--- src/rtl/ram_read_streamer.sv ---
// Streams a block of DC_RAM words out as valid/ready data. A 2-entry FIFO hides
// the one-cycle RAM read latency and downstream stalls.
module ram_read_streamer #(
  parameter int DATA_WIDTH = 8,
  parameter int ADDR_WIDTH = 5
) (
  input  logic                  clk,
  input  logic                  rst,
  input  logic                  start,
  input  logic [ADDR_WIDTH-1:0] base_addr,
  input  logic [ADDR_WIDTH:0]   length,
  output logic [ADDR_WIDTH-1:0] ram_addr,
  output logic                  ram_rd_en,
  input  logic [DATA_WIDTH-1:0] ram_data,
  output logic [DATA_WIDTH-1:0] data_out,
  output logic                  data_valid,
  input  logic                  data_ready,
  output logic                  busy,
  output logic                  done
);

  typedef enum logic [1:0] {IDLE, RUN, DRAIN, DONE} state_t;

  state_t                r_state;
  logic [ADDR_WIDTH-1:0] r_cur_addr;
  logic [ADDR_WIDTH-1:0] r_last_addr;
  logic [ADDR_WIDTH:0]   r_remaining;
  logic                  r_inflight;
  logic [DATA_WIDTH-1:0] r_mem [2];
  logic                  r_wr_ptr;
  logic                  r_rd_ptr;
  logic [1:0]            r_count;

  logic                  w_push;
  logic                  w_pop;
  logic                  w_issue;
  logic [2:0]            w_occupancy;
  logic [1:0]            w_count_nxt;

  assign w_push      = r_inflight;
  assign w_pop       = data_valid & data_ready;
  // Slots already claimed after this cycle's pop; a new read needs one free.
  assign w_occupancy = {1'b0, r_count} + {2'b00, r_inflight} - {2'b00, w_pop};
  assign w_issue     = (r_state == RUN) && (r_remaining != '0) && (w_occupancy < 3'd2);
  assign w_count_nxt = r_count + {1'b0, w_push} - {1'b0, w_pop};

  assign ram_rd_en  = w_issue;
  assign ram_addr   = w_issue ? r_cur_addr : r_last_addr;
  assign data_valid = (r_count != 2'd0);
  assign data_out   = r_mem[r_rd_ptr];
  assign busy       = (r_state == RUN) || (r_state == DRAIN);
  assign done       = (r_state == DONE);

  always_ff @(posedge clk or posedge rst) begin
    if (rst) begin
      r_state     <= IDLE;
      r_cur_addr  <= '0;
      r_last_addr <= '0;
      r_remaining <= '0;
      r_inflight  <= 1'b0;
    end else begin
      case (r_state)
        IDLE: begin
          if (start) begin
            r_cur_addr  <= base_addr;
            r_remaining <= length;
            r_state     <= (length != '0) ? RUN : DONE;
          end
        end
        RUN: begin
          if (w_issue && (r_remaining == (ADDR_WIDTH+1)'(1)))
            r_state <= DRAIN;
        end
        DRAIN: begin
          // Looking at the next count lets done land right after the final pop.
          if (!r_inflight && (w_count_nxt == 2'd0))
            r_state <= DONE;
        end
        DONE:    r_state <= IDLE;
        default: r_state <= IDLE;
      endcase
      if (w_issue) begin
        r_cur_addr  <= r_cur_addr + ADDR_WIDTH'(1);
        r_last_addr <= r_cur_addr;
        r_remaining <= r_remaining - (ADDR_WIDTH+1)'(1);
      end
      r_inflight <= w_issue;
    end
  end

  always_ff @(posedge clk or posedge rst) begin
    if (rst) begin
      r_mem[0] <= '0;
      r_mem[1] <= '0;
      r_wr_ptr <= 1'b0;
      r_rd_ptr <= 1'b0;
      r_count  <= 2'd0;
    end else begin
      if (w_push) begin
        r_mem[r_wr_ptr] <= ram_data;
        r_wr_ptr        <= ~r_wr_ptr;
      end
      if (w_pop)
        r_rd_ptr <= ~r_rd_ptr;
      r_count <= w_count_nxt;
    end
  end

  a_no_overflow: assert property (@(posedge clk) disable iff (rst)
    !(w_push && (r_count == 2'd2) && !w_pop));

endmodule

--- config.mk ---
export PLATFORM = sky130hd
export DESIGN_NAME = ram_read_streamer
export DESIGN_NICKNAME = d
export VERILOG_FILES = /design/src/rtl/ram_read_streamer.sv
export SDC_FILE = /design/constraint.sdc
export NUM_CORES = 1
export LEC_CHECK = 0
export ABC_AREA = 1
export ABC_CLOCK_PERIOD_IN_PS = 3020
export CAP_MARGIN = 20
export CELL_PAD_IN_SITES_DETAIL_PLACEMENT = 0
export CELL_PAD_IN_SITES_GLOBAL_PLACEMENT = 1
export CORE_AREA = 2 2 70 72
export DETAILED_ROUTE_END_ITERATION = 8
export DIE_AREA = 0 0 72 74
export DONT_BUFFER_PORTS = 1
export HOLD_SLACK_MARGIN = 0.05
export PLACE_DENSITY_LB_ADDON = 0.3
export SETUP_SLACK_MARGIN = 0.1
export SLEW_MARGIN = 20
export SYNTH_ARGS = -nofsm -noshare
export SYNTH_HDL_FRONTEND = slang
export SYNTH_SLANG_ARGS = --single-unit
--- constraint.sdc ---
create_clock -name clk -period 3.02 [get_ports clk]
set_input_delay 0.604 -clock clk [delete_from_list [all_inputs] [get_ports clk]]
set_output_delay 0.604 -clock clk [all_outputs]
set_load 0.05 [all_outputs]
Word-level counts from Yosys, hierarchy flattened

Cells that the tools add are included.

$add $sub $neg: 6
$lt $le $gt $ge: 4
Equal/unequal tests: 7
Mux-type cells: 18
Bitwise gates (word level): 5
Reductions and logical operators: 16

Operator list:

| operator                                                                 | number |
|---|---|
| 8-bit 2-to-1 mux                                                         | 4 |
| 5-bit 2-to-1 mux                                                         | 4 |
| 6-bit 2-to-1 mux                                                         | 3 |
| 16-bit bitwise mux                                                       | 1 |
| 6-bit nonzero test                                                       | 2 |
| 8-bit demux with 1-bit select                                            | 1 |
| 2-bit 2-to-1 mux                                                         | 4 |
| 2-bit one-hot mux with 4 select lines                                    | 1 |
| 6-bit by 1-bit == test with 1-bit output (second input constant)         | 1 |
| 2-bit nonzero test                                                       | 3 |
| 6-bit by 1-bit subtractor with 6-bit output (second input constant)      | 1 |
| 5-bit by 1-bit adder with 5-bit output (second input constant)           | 1 |
| 1-bit logical AND                                                        | 5 |
| 2-bit == test (second input constant)                                    | 2 |
| 2-bit >= comparator (second input constant)                              | 2 |
| 2-bit zero test                                                          | 2 |
| 2-bit by 1-bit inequality test with 1-bit output (second input constant) | 2 |
| 1-bit NOT with 2-bit output                                              | 2 |
| 2-bit by 1-bit adder with 3-bit output                                   | 1 |
| 3-bit by 2-bit < comparator with 1-bit output (second input constant)    | 1 |
| 3-bit AND reduction                                                      | 1 |
| 3-bit by 1-bit subtractor with 3-bit output                              | 1 |
| 2-bit by 1-bit adder with 2-bit output                                   | 1 |
| 2-bit by 1-bit == test with 1-bit output (second input constant)         | 1 |
| other kinds (8)                                                          | 9 |

Register bits: 39
Input port bits: 23
Output and inout bits: 17
Word-level logic and storage cells: 66

Longest topological paths before layout

Gate-level depths: netlist of the first run.

Depth after elaboration: 8
Mapped depth: 17
Gate-level depth less buffers: 17

Worst setup path after synthesis of the first run

Ideal clock, no wire load.

Kind: register to output
Start point: reg r_count[1]
End point: out ram_addr[3]
Data arrival time: 3.179 ns
Required time: 2.416 ns
Setup slack: -0.763 ns
Stages on the path, launching flop included: 15
Path buffers: 1
Cells stage by stage: dfrtp_1 > inv_2 > nand2_1 > nand2_1 > inv_1 > ha_1 > inv_1 > ha_1 > fa_1 > inv_1 > nand2_1 > nor2_4 > nand2_4 > buf_6 > o21ai_1

Word-level cells in the longest chain between the ends: 6
Elaborated cells on any way between the ends: 7
Classes of those cells: add/sub (2); order compare (1); mux (1); bitwise (1); reduce/logical (2)

Ends and longest elaborated chain:

| what                                          | RTL line | RTL |
|---|---|---|
| from (decl)                                   | 32       | `logic [1:0] r_count;` |
| from (signal assigned)                        | 105      | `r_count <= w_count_nxt;` |
| 2-bit nonzero test                            | 49       | `assign data_valid = (r_count != 2'd0);` |
| named net data_valid                          | 16       | `output logic data_valid,` |
| 1-bit AND                                     | 41       | `assign w_pop = data_valid & data_ready;` |
| named net w_pop                               | 35       | `logic w_pop;` |
| 3-bit by 1-bit subtractor with 3-bit output   | 43       | `assign w_occupancy = {1'b0, r_count} + {2'b00, r_inflight} - {2'b00, w_pop};` |
| 3-bit by 2-bit < comparator with 1-bit output | 44       | `assign w_issue = (r_state == RUN) && (r_remaining != '0) && (w_occupancy < 3'd2);` |
| 1-bit logical AND                             | 44       |  |
| 5-bit 2-to-1 mux                              | --       |  |
| to (decl)                                     | 12       | `output logic [ADDR_WIDTH-1:0] ram_addr,` |

The timed path passes the listed nets, and every way through them passes these cells.

Worst setup path after layout of the first run

Start point: reg r_count[1]
End point: out ram_addr[4]

Word-level cells in the longest chain between the ends: 6
Elaborated cells on any way between the ends: 7
Classes of those cells: add/sub (2); order compare (1); mux (1); bitwise (1); reduce/logical (2)

Ends and longest elaborated chain:

| what                                          | RTL line |
|---|---|
| 2-bit nonzero test                            | 49 |
| 1-bit AND                                     | 41 |
| named net w_pop                               | 35 |
| 3-bit by 1-bit subtractor with 3-bit output   | 43 |
| 3-bit by 2-bit < comparator with 1-bit output | 44 |
| 1-bit logical AND                             | 44 |
| 5-bit 2-to-1 mux                              | -- |

The timed path passes the listed nets, and every way through them passes these cells.

==> results of run 1 <==
-- synth_stat cells (all sizes together), types with 2 or more instances --
cell / instances
buf: 5
mux2: 8
nand3: 17
ha: 9
xor2: 6
inv: 31
dfrtp: 39
nand2: 79
o21ai: 26
nor2: 10
o211ai: 2
or2: 2
-- registers in the layout (all words and copies together) (netlist names) --
register	flops
r_count	2
r_cur_addr	5
r_wr_ptr	1
r_rd_ptr	1
r_inflight	1
r_remaining	6
r_last_addr	5
r_state	2
r_mem	16
-- final timing paths --
kind	end	slack (ns)	depth (start not counted)
setup / recovery	ram_addr[4]	-0.17	13
hold / removal	r_last_addr[4]	0.33	1
setup reg to reg	r_remaining[5]	0.40	17
hold reg to reg	r_mem[13]	0.49	2
max in group asynchronous	r_mem[4]	1.94	2
min in group clk	r_rd_ptr	0.46	2
-- timing repair --
action | CTS | global route
endpoints found under the setup margin | 6 | 6
hold endpoints to repair | 0 | 0
gates cloned | 1 | 0
pin swaps | 7 | 2
gates resized for setup | 9 | 6
buffers inserted | 4 | 2
-- final cells by class --
cell class	instances	area [sq um]
Tap cell	54	67.6
Inverter	31	121
Timing Repair Buffer	12	97.6
Sequential cell	39	976
Fill cell	453	2130
Clock inverter	3	20.0
Multi-Input combinational cell	165	1110
Clock buffer	5	68.8
-- through the flow --
step	util (%)	instance area, sq um	cells	TNS [ns]	hold slack [ns]
floorplan	-	2190	240	-0.0547	0.448
global placement	49.0	2250	294	0	0.460
detailed placement	49.0	2250	294	0	0.470
CTS	52.5	2410	307	-0.930	0.348
global route	53.6	2460	309	-1.56	0.390
finish	53.6	2460	309	-0.734	0.331
-- routing by layer --
layer / up-vias / share of wire (%) / GRT usage (%)
li1: 782 / - / -
met1: 706 / 47 / 20.7
met2: 26 / 48 / 29.1
met3: 5 / 3.5 / 3.79
met4: 0 / 0.94 / 4.40
met5: - / 0 / 0
-- logic make-up (layout without fill, tap and decap cells) --
logic type | Yosys count | count (layout)
AO/OA/AOI/OAI | 29 | 29
buffers and inverters | 37 | 51
multiplexers | 8 | 8
flip-flops | 39 | 39
AND/OR/NAND/NOR | 110 | 111
adder cells (fa/ha/maj) | 10 | 10
XOR/XNOR | 7 | 7
==> key figures, run 1 <==
Min path
  • Worst Hold Class: in2async

Floorplan
  • Die span in x: 72 um
  • Die Span Y: 74 um
  • Initial Utilization: 45.6%
  • # rows: 25
  • Core area: 4600 sq um
  • Die ar.: 5330 sq um
  • Total I/O pin count: 40

Worst setup path
  • Top delay family on crit path: adder cells
  • Most Frequent Cell on Critical Path: inv_2
  • WP buf/inv: 4
  • CP Cell Sequence: inv_2, nand2_8, nand2_4, inv_2, ha_4, inv_2, ha_4, fa_1, inv_1, nand2_2, nor2_4, nand2_4, o21ai_4
  • Crit Path Class: reg2out
  • R2R Path Start: r_count[1]
  • CP max FO: 5
  • Setup crit end kind: output pin
  • Required @ worst endpoint: 2.42 ns
  • Critical Path Source: r_count[1]
  • Critical Path AT: 2.58 ns
  • CP max-delay cell: fa_1
  • Startpoint types: register
  • Slowest stage delay, CP: 0.46 ns

Global routing
  • Largest net degree at the start of global routing: 22
  • Initial antenna violation count: 0
  • Overflow after GRT: 0
  • GRT Util Overall: 16.6%
  • First-pass GRT wire length: 6870 um
  • Vias in the first global route: 1514

Route
  • Via/cell ratio: 4.92
  • Drt pass-1 iters: 4
  • Final WL: 4040 um
  • Post-route ant nets: 0
  • DRC viols: 0
  • WL/cell: 13.1 um
  • Vias: 1519
  • DR iter-0 viols: 110

STA
  • Worst clock skew: 0.00373 ns
  • Slew @ Worst Pin: 0.748 ns
  • Period minus WS final: 3.19 ns
  • Final setup viols: 6
  • Slew headroom: 50.1%
  • Crit share post-route: 105%
  • RSZ-0062 raised after global routing: true
  • Setup ws final: -0.165 ns
  • Final max-slew violation count: 0
  • Fmax: 314 MHz
  • Final Hold Fails: 0

Flow run
  • Max-cap violations: 0

Logic synthesis
  • Sequential share of the synthesized area: 46.6%
  • Average cell area after synthesis: 8.73 sq um
  • Largest family of logic cells by synthesized area: simple AND/OR/NAND/NOR gates
  • Synth top area share: 46.6%
  • Post-synth EDFFs: 0
  • Unique masters post-synth: 32
  • Net Count, Synth: 273
  • Cells after Synth: 240
  • Simple-gate area share of the yosys netlist: 23.5%
  • Cell taking the most area after synthesis: dfrtp_1
  • Asr flop ratio synth: 100%
  • Main area contributors after synthesis: dfrtp_1, nand2_1, ha_1, inv_1, o21ai_0
  • Synth Area in XOR/XNOR: 2.93%
  • Post-synthesis mux area share: 4.30%
  • Cell area after synthesis: 2090 sq um
  • Number of synthesized register bits: 39
  • Dominant synthesized flop cell: dfrtp_1
  • Synth warn: 0
  • Compound-cell area share of the yosys netlist: 8.12%
  • Synth Area in Adders: 6.33%

Clock network
  • Clock Sinks: 39
  • Clock Tree Buf Depth: 2
  • Clock root cell: clkbuf_8
  • CTS tree: done
  • CTS Buf Count: 5
  • Worst-path clk slew: 0.08 ns
  • Hold Buf Count CTS: 0
  • Clk_lat worst skew: 0.29 ns
  • H-tree depth: 2

Final layout
  • Final nets: 287
  • Diode count: 0
  • Commonest non-fill, non-tap cells in the layout: nand2_1, dfrtp_1, inv_1, o21ai_0, nand3_1
  • Commonest non-fill, non-tap cell in the layout: nand2_1
  • Ratio of cells with drive above 1 in the final layout: 24.7%
  • Syn-to-layout area delta: 17.6%

Placement
  • Routability cong.: 0.767
  • Setup Slack @ Placement: 0.0427 ns
  • Post-DP HPWL: 2870 um
  • Port-buffer cells: 0

Outcome
  • Outcome: finished, violations left
  • Failing checks: setup timing
Power of run 1 is left out: the tool's default activity adds up to more than one toggle a clock period on the data nets, which glitch-free logic cannot reach.
==> run 2: changes to the inputs <==
CORE_AREA = 2 2 64 79   (was 2 2 70 72)
DIE_AREA = 0 0 66 81   (was 0 0 72 74)
PLACE_DENSITY_LB_ADDON = 0.1   (was 0.3)
==> run 2 against run 1 <==
The run still ends with setup timing left. Non-clock buffer count is 2 higher. Cell count up 2.6%. Wire length grew 4.9%. Count of clock-buffer cells in the layout did not move. Sequential cell count is the same. Register-to-register slack got worse by 0.06 ns. Cell area grew 1.4%.
==> key figures, run 2 (same netlist as run 1, synthesis figures left out) <==
Worst setup path
  • R2R Path End: r_remaining[5] (unchanged)
  • Setup crit end kind: output pin (unchanged)
  • Required @ worst endpoint: 2.42 ns (about the same)
  • CP max FO: 5 (unchanged)
  • Reg2Reg Setup Slack: 0.34 ns (was 0.40 ns)
  • Crit Path Class: reg2out (unchanged)
  • R2R Path Start: r_count[1] (unchanged)
  • Reg2reg path depth: 17 (unchanged)
  • Critical Path AT: 2.57 ns (was 2.58 ns)
  • Startpoint types: register (unchanged)
  • Critical Path Source: r_count[1] (unchanged)

Clock network
  • CTS Buf Count: 5 (unchanged)
  • H-tree depth: 2 (unchanged)
  • Clock root cell: clkbuf_8 (unchanged)
  • CTS tree: done (unchanged)
  • Worst-path clk slew: 0.08 ns (about the same)
  • Clock Tree Buf Depth: 2 (unchanged)
  • Clk_lat worst skew: 0.29 ns (about the same)
  • Clock Sinks: 39 (unchanged)

STA
  • Period minus WS final: 3.18 ns (was 3.19 ns)
  • Worst clock skew: 0.00609 ns (was 0.00373 ns)
  • Final Hold Fails: 0 (unchanged)
  • Final max-slew violation count: 0 (unchanged)
  • Slew @ Worst Pin: 0.703 ns (was 0.748 ns)
  • Fmax: 315 MHz (was 314 MHz)
  • Slew headroom: 53.1% (was 50.1%)
  • Crit share post-route: 105% (about the same)
  • Setup ws final: -0.159 ns (was -0.165 ns)
  • Final setup viols: 6 (unchanged)
  • RSZ-0062 raised after global routing: true (unchanged)

Final layout
  • Reg with most FFs: r_mem (unchanged)
  • Final Cell Area: 2500 sq um (was 2460 sq um)
  • Commonest non-fill, non-tap cell in the layout: nand2_1 (unchanged)
  • Top Registers: r_mem x16, r_remaining x6 (unchanged)
  • Diode count: 0 (unchanged)
  • Syn-to-layout area delta: 19.3% (was 17.6%)
  • Final Util: 53.2% (was 53.6%)
  • Commonest non-fill, non-tap cells in the layout: nand2_1, dfrtp_1, inv_1, o21ai_0, nand3_1 (unchanged)
  • Final nets: 289 (was 287)
  • Ratio of cells with drive above 1 in the final layout: 25.7% (was 24.7%)
  • Largest register FFs: 16 (unchanged)

Floorplan
  • Core area: 4690 sq um (was 4600 sq um)
  • Die span in x: 66 um (was 72 um)
  • Die ar.: 5350 sq um (was 5330 sq um)
  • Die Span Y: 81 um (was 74 um)
  • # rows: 28 (was 25)
  • Total I/O pin count: 40 (unchanged)
  • Initial Utilization: 44.6% (was 45.6%)

Placement
  • Port-buffer cells: 0 (unchanged)
  • Placed inst area: 2250 sq um (unchanged)
  • Post-DP HPWL: 3120 um (was 2870 um)
  • Routability cong.: 0.804 (was 0.767)

Route
  • DRC viols: 0 (unchanged)
  • WL/cell: 13.4 um (was 13.1 um)
  • Drt pass-1 iters: 4 (unchanged)
  • Vias: 1573 (was 1519)
  • Via/cell ratio: 4.96 (was 4.92)
  • Post-route ant nets: 0 (unchanged)
  • Final WL: 4230 um (was 4040 um)
  • DR iter-0 viols: 53 (was 110)

Global routing
  • Overflow after GRT: 0 (unchanged)
  • First-pass GRT wire length: 7190 um (was 6870 um)
  • Initial antenna violation count: 0 (unchanged)
  • Vias in the first global route: 1571 (was 1514)
  • Largest net degree at the start of global routing: 22 (unchanged)
  • GRT Util Overall: 17.6% (was 16.6%)

Flow run
  • Max-cap violations: 0 (unchanged)

Min path
  • Worst Hold Class: in2async (unchanged)

Outcome
  • Failing checks: setup timing (unchanged)
  • Outcome: finished, violations left (unchanged)
[run 2: cell types whose count changed in the layout (fill, tap and decap cells not counted)]
cell,change
bufinv_16,+1
nand2_1,-1
clkinvlp_4,-2
buf_4,+2
nand2_2,+2
clkinv_4,+1
nand2_8,-1
[run 2: worst max path at each step]
stage,endpoint,slack [ns],depth (start not counted)
final,ram_addr[3],-0.16,13
after global routing,ram_addr[3],-0.26,13
after CTS,ram_addr[3],-0.18,13
after detailed placement,ram_addr[3],0.02,11
after global placement,ram_addr[3],0.03,11
after floorplan,ram_addr[3],-0.03,14
[run 2: critical path, cell delays in order (launching register included)]
cell     delay (ns)
dfrtp_1        0.40
inv_2          0.11
nand2_8        0.06
nand2_4        0.05
inv_2          0.04
ha_4           0.25
inv_2          0.03
ha_4           0.14
fa_1           0.46
inv_1          0.08
nand2_2        0.06
nor2_4         0.12
nand2_4        0.12
o21ai_4        0.36
[run 2: metrics by stage]
step | setup TNS (ns) | setup WS (ns) | cells | hold slack (ns)
5_1_grt | -1.39 | -0.259 | 317 | 0.374
6_report | -0.727 | -0.159 | 317 | 0.308
3_3_place_gp | 0 | 0.0331 | 299 | 0.462
3_5_place_dp | 0 | 0.0221 | 299 | 0.472
4_1_cts | -0.815 | -0.175 | 316 | 0.328
2_1_floorplan | -0.0547 | -0.0274 | 240 | 0.448
[run 2: area by class of cell]
type,instances,area [sq um]
Clock buffer,5,68.8
Clock inverter,3,43.8
Fill cell,458,2200
Inverter,31,121
Multi-Input combinational cell,165,1100
Sequential cell,39,976
Tap cell,60,75.1
Timing Repair Buffer,14,113
[run 2: metal layers]
layer	track usage, %	routed length (um)
met1	21.1	1760
met2	30.8	2230
met3	4.02	187
met4	6.12	53
met5	0	0
[run 2: what timing repair did]
item | CTS | global route
pin swaps | 6 | 0
resized for setup | 12 | 2
hold buffers | 0 | 0
setup buffers | 8 | 1
gates cloned | 1 | 0
endpoints found under the setup margin | 6 | 6
Power of run 2 is left out for the same reason.
==> run 3: changes to the inputs <==
CAP_MARGIN = not set   (was 20)
==> results of run 3 <==
The final DEF is identical to that of run 2; final timing and power are the same.
Power of run 3 is left out for the same reason.
